File: src/rtl/lshifup_sync_bank.sv
// Multi-channel up-level-shifter bank: isolation clamp, N-stage synchroniser
// into the CLK domain and a per-channel deglitch filter driving registered Y
// plus a change-notify pulse.
module lshifup_sync_bank #(
  parameter int unsigned WIDTH       = 4,
  parameter int unsigned SYNC_STAGES = 2,
  parameter int unsigned FILT_CYCLES = 3,
  parameter bit          ISO_VAL     = 1'b0
) (
  input  logic             CLK,
  input  logic             RST,
  input  logic [WIDTH-1:0] A,
  input  logic             ISO,
  output logic [WIDTH-1:0] Y,
  output logic             CHG,
  output logic [WIDTH-1:0] CHG_MASK
);

  localparam int unsigned     CNT_W    = $clog2(FILT_CYCLES + 1);
  localparam logic [CNT_W-1:0] CNT_LAST = CNT_W'(FILT_CYCLES - 1);
  localparam logic [WIDTH-1:0] ISO_VEC  = {WIDTH{ISO_VAL}};

  if (SYNC_STAGES < 2) begin : g_chk_sync
    $error("lshifup_sync_bank: SYNC_STAGES must be >= 2");
  end
  if (FILT_CYCLES < 1) begin : g_chk_filt
    $error("lshifup_sync_bank: FILT_CYCLES must be >= 1");
  end

  logic [WIDTH-1:0] sync_q [SYNC_STAGES];
  logic [WIDTH-1:0] sync_in;
  logic [WIDTH-1:0] s;

  logic [CNT_W-1:0] cnt_q [WIDTH];
  logic [CNT_W-1:0] cnt_d [WIDTH];
  logic [WIDTH-1:0] y_q, y_d;
  logic [WIDTH-1:0] mask_q, mask_d;
  logic             chg_q;

  // Clamp ahead of the first flop so a floating A is never captured.
  always_comb begin
    sync_in = ISO ? ISO_VEC : A;
  end

  assign s = sync_q[SYNC_STAGES-1];

  // Synchroniser shift chain.
  always_ff @(posedge CLK) begin
    if (RST) begin
      for (int unsigned k = 0; k < SYNC_STAGES; k++) begin
        sync_q[k] <= ISO_VEC;
      end
    end else begin
      sync_q[0] <= sync_in;
      for (int unsigned k = 1; k < SYNC_STAGES; k++) begin
        sync_q[k] <= sync_q[k-1];
      end
    end
  end

  // Deglitch next-state: Y follows s only after FILT_CYCLES differing samples.
  always_comb begin
    y_d    = y_q;
    mask_d = '0;
    for (int unsigned i = 0; i < WIDTH; i++) begin
      cnt_d[i] = '0;
    end
    if (ISO) begin
      // Forced clamp bypasses the filter but still reports the change.
      y_d    = ISO_VEC;
      mask_d = y_q ^ ISO_VEC;
    end else begin
      for (int unsigned i = 0; i < WIDTH; i++) begin
        if (s[i] != y_q[i]) begin
          if (cnt_q[i] == CNT_LAST) begin
            y_d[i]    = s[i];
            mask_d[i] = 1'b1;
          end else begin
            cnt_d[i] = cnt_q[i] + CNT_W'(1);
          end
        end
      end
    end
  end

  // Output and counter registers; reset suppresses any change report.
  always_ff @(posedge CLK) begin
    if (RST) begin
      y_q    <= ISO_VEC;
      mask_q <= '0;
      chg_q  <= 1'b0;
      for (int unsigned i = 0; i < WIDTH; i++) begin
        cnt_q[i] <= '0;
      end
    end else begin
      y_q    <= y_d;
      mask_q <= mask_d;
      chg_q  <= |mask_d;
      for (int unsigned i = 0; i < WIDTH; i++) begin
        cnt_q[i] <= cnt_d[i];
      end
    end
  end

  assign Y        = y_q;
  assign CHG      = chg_q;
  assign CHG_MASK = mask_q;

endmodule

File: config.mk
export PLATFORM = sky130hd
export DESIGN_NAME = lshifup_sync_bank
export DESIGN_NICKNAME = d
export VERILOG_FILES = /design/src/rtl/lshifup_sync_bank.sv
export SDC_FILE = /design/constraint.sdc
export NUM_CORES = 1
export LEC_CHECK = 0
export ABC_CLOCK_PERIOD_IN_PS = 3800
export CORE_MARGIN = 2
export CORE_UTILIZATION = 54
export CTS_CLUSTER_SIZE = 12
export DETAILED_ROUTE_END_ITERATION = 8
export PLACE_DENSITY_LB_ADDON = 0.2
export SLEW_MARGIN = 10
export SYNTH_ARGS = -nofsm -noshare
export SYNTH_HDL_FRONTEND = slang
export SYNTH_SLANG_ARGS = --single-unit
File: constraint.sdc
create_clock -name CLK -period 3.8 [get_ports CLK]
set_input_delay 0.57 -clock CLK [delete_from_list [all_inputs] [get_ports CLK]]
set_output_delay 0.57 -clock CLK [all_outputs]
set_load 0.1 [all_outputs]
# Word level (Yosys, flattened, before mapping)
# Memories as Yosys holds them, arrays and structs flattened.
# Index checks and enable logic that the tools add are counted.
[op_classes]
add_sub_neg = 4
eq_ne = 8
mux = 28
bitwise = 6
reduce_logical = 6
[ops]
columns = ["cell", "n"]
rows = [
  ["$mux W2", 12],
  ["$mux W4", 4],
  ["$mux W1", 11],
  ["$add A2 B1 Y2 const B", 4],
  ["$eq A2 B2 Y1 const B", 4],
  ["$mux W8", 1],
  ["$reduce_and A2 Y1", 4],
  ["$or A1 B1 Y1", 6],
  ["$ne A1 B1 Y1", 4],
  ["$reduce_or A4 Y1", 1],
  ["$reduce_or A2 Y1", 1],
]
[word_totals]
ff_bits = 9
ram_bits = 16
inputBits = 7
out_inout_bits = 9
wordCells = 60
memories = 2
[mem_list]
columns = ["memory", "words", "word_bits", "read_ports", "rd_clocked_by_memory_dff", "write_ports", "line", "text"]
rows = [
  ["cnt_q", 4, 2, 4, 0, 4, "34", "logic [CNT_W-1:0] cnt_q [WIDTH];"],
  ["sync_q", 2, 4, 2, 0, 2, "30", "logic [WIDTH-1:0] sync_q [SYNC_STAGES];"],
]

# Depth between registers and ports, before layout
[logic_depth]
depth_word = 5
ltp_mapped = 5
depth_no_buf = 5

# Least setup slack after synthesis
# OpenSTA, ideal clock, no wires.
[synth_path]
path_kind = "register -> register"
from = "reg y_q[0] (netlist: Y[0])"
to = "mem cnt_q[0][0] in the netlist's numbering"
arrival_ps = 1565
path_slack_ps = 2172
path_stages_with_launch = 4
n_path_buf = 0
period_less_slack_ps = 1628
path_cell_list = "dfxtp_1 -> xnor2_1 -> or3_4 -> nor2_2"
[synth_rtl]
columns = ["item", "line", "text"]
rows = [
  ["from (decl)", "36", "logic [WIDTH-1:0] y_q, y_d;"],
  ["from (signal assigned)", "96", "y_q <= y_d;"],
  ["to (decl)", "34", ""],
]

# Worst setup path in the final report
[layout_path]
from = "reg y_q[0] (netlist: Y[0])"
to = "out Y[0]"
[layout_rtl]
columns = ["item", "line", "text"]
rows = [
  ["to (decl)", "14", "output logic [WIDTH-1:0] Y,"],
]
# No word-level cell between the ends.

==> run_results.csv <==
group,metric,value,unit
global_route,overflow,0,
final_layout,fin_nets,119,
sta,maxSlewViolCount,0,
floorplan,fp.coreArea,1710,µm²
clock_tree,clk_root_buffer_cell,"clkbuf_4",
setup_path,path_cells,"clkdlybuf4s50_1",
clock_tree,hold_buffers,0,
routing,vias,640,
clock_tree,clock_latency,0.32,ns
logic_synthesis,ys_seq_area_share,51.8,%
run,max-cap-violations,0,
sta,slew_headroom,34.9,%
place,portBuffers,15,
final_layout,final_cell_mix,"25 x dfxtp_1, 15 x clkdlybuf4s50_1, 9 x nor2_1",
clock_tree,cts_tree,"done",
clock_tree,clock_sinks,25,
routing,antenna_left,0,
hold_path,hp-class,"reg -> reg",
sta,finalSetupTns,0,ns
routing,m1WireLength,674,µm
floorplan,fp.dieW,46.3,µm
power_and_ir_drop,powerDensity,352,nW/µm²
clock_tree,cts_max_level,1,
sta,worst_pin_slew,0.973,ns
routing,drt_iter0_drc,5,
final_layout,fin_area,1150,µm²
place,dp_hpwl,1140,µm
floorplan,fp-row-count,15,
sta,clock_skew,0.00674,ns
setup_path,max_stage_delay,1.17,ns
clock_tree,clk_pin_slew,0.13,ns
routing,wl,1490,µm
logic_synthesis,ys_types,17,
logic_synthesis,ys_ff_latch,25,
logic_synthesis,synth_cells,91,
setup_path,cpMaxStageDelayCell,"clkdlybuf4s50_1",
global_route,grtUsageTotal,17.0,%
setup_path,path_class,"reg -> out",
global_route,antenna_found_initial,0,
logic_synthesis,synth_fp_nets,102,
sta,rsz0062_at_grt,"no",
setup_path,cp-start-kind,"flip-flop",
sta,finalCritPeriodShare,66.3,%
routing,drtPass1Iterations,4,
routing,highest_layer,"met4",
final_layout,drive_gt1_share,18.7,%
setup_path,cp_data_arrival_time,1.95,ns
clock_tree,cts.path.max_buffers,2,
setup_path,cpLargestDelayFamily,"buffers and inverters",
global_route,grt_max_degree,16,
final_layout,area_delta_synth_final,19.2,%
final_layout,n_antenna_cell,0,
setup_path,critPathCaptureType,"primary output",
outcome,run_status,"finished, final reports clean",
setup_path,path_buf_inv,1,
clock_tree,cts_resized,0,
clock_tree,cts_buffers,3,
floorplan,io_pins,16,
clock_tree,post-cts-setup-buffers,0,
global_route,grt_pass1_vias,634,
sta,hold_viol_final,0,
routing,wl_met2,717,µm
place,gp_congestion,0.727,
setup_path,cp_data_required_time,3.23,ns
logic_synthesis,synth_area_per_cell,10.6,µm²
routing,routedWlPerCell,11.3,µm
sta,fmax,397,MHz
sta,final-setup-viol-count,0,
place,placed_area,1120,µm²
final_layout,final_core_util,67.4,%
power_and_ir_drop,leakage,0.000400,µW
logic_synthesis,netlist_area,966,µm²
routing,met3_length,56,µm
sta,finalCriticalPeriod,2.52,ns
power_and_ir_drop,ir_drop,0.000259,V
setup_path,worstPathMaxFanout,5,
floorplan,die_area,2140,µm²
floorplan,start_util,56.6,%
global_route,grt_pass1_wl,2570,µm
routing,vias_per_cell,4.85,
final_layout,final_common_cell,"dfxtp_1",
routing,drt_drc_violations_left,0,
logic_synthesis,yosys_warnings,0,
floorplan,die_h,46.3,µm
## routing by layer
layer  vias to the layer above  track usage, %
met3                         5            2.35
li1                        326               -
met5                         -               0
met1                       296            20.1
met4                         0            10.3
met2                        13            28.9
## flip-flops by register name, indices dropped and copies added (netlist names)
| signal | count |
|---|---|
| cnt_q | 8 |
| sync_q | 8 |
| CHG_MASK | 4 |
| Y | 4 |
| CHG | 1 |
## stage by stage
step,cells,total power (µW),setup slack [ns],hold WS [ns]
5_1_grt,132,418,1.23,0.444
6_report,132,405,1.28,0.434
2_1_floorplan,91,285,2.17,0.402
3_3_place_gp,128,291,1.67,0.410
4_1_cts,132,409,1.27,0.435
3_5_place_dp,128,292,1.65,0.414
## cell usage after synthesis, drive strengths merged
master,instances,area share (%)
nor4b,4,3.6
dfxtp,25,52
inv,8,3.1
a21o,4,3.6
or2,1,0.65
and2,4,2.6
buf,2,2.3
mux2i,4,4.1
nor2b,4,2.6
clkbuf,1,0.39
ha,4,5.2
a21oi,4,2.1
nor2,17,8.7
a41oi,1,0.91
or3,4,4.7
xnor2,4,3.6
## final cells by class
class                   instances  area (µm²)
repair buffers                 15         150
fillers                       134         557
flip-flops and latches         25         500
multi-input cells              55         409
inverters                       8        30.0
clock buffers                   3        22.5
well taps                      25        31.3
clock inverters                 1        7.51
## cell families after synthesis
kind of cell / count (synthesis) / synth area share (%)
buffers and inverters: 11 / 5.83
multiplexers: 4 / 4.15
flip-flops: 25 / 51.8
adder cells (fa/ha/maj): 4 / 5.18
AO/OA/AOI/OAI: 9 / 6.61
AND/OR/NAND/NOR: 34 / 22.8
XOR/XNOR: 4 / 3.63
## path summary, 6_finish.rpt
kind,slack [ns],cells past startpoint,end,from
worst max register to register,2.44,5,CHG,cnt_q[3][0]
worst min register to register,0.43,1,cnt_q[1][0],cnt_q[1][0]
worst max-delay path,1.28,1,Y[0],Y[0]
worst min-delay path,0.43,1,cnt_q[1][0],cnt_q[1][0]
## power by group
group	leakage [µW]	total (µW)	internal, µW	switching, µW
clock	0.0000139	119	40.3	78.9
combinational	0.000183	18.8	10.6	8.15
sequential	0.000202	267	265	1.58
total	0.000400	405	316	88.6
Note: power is estimated with default switching activity, not from simulation.
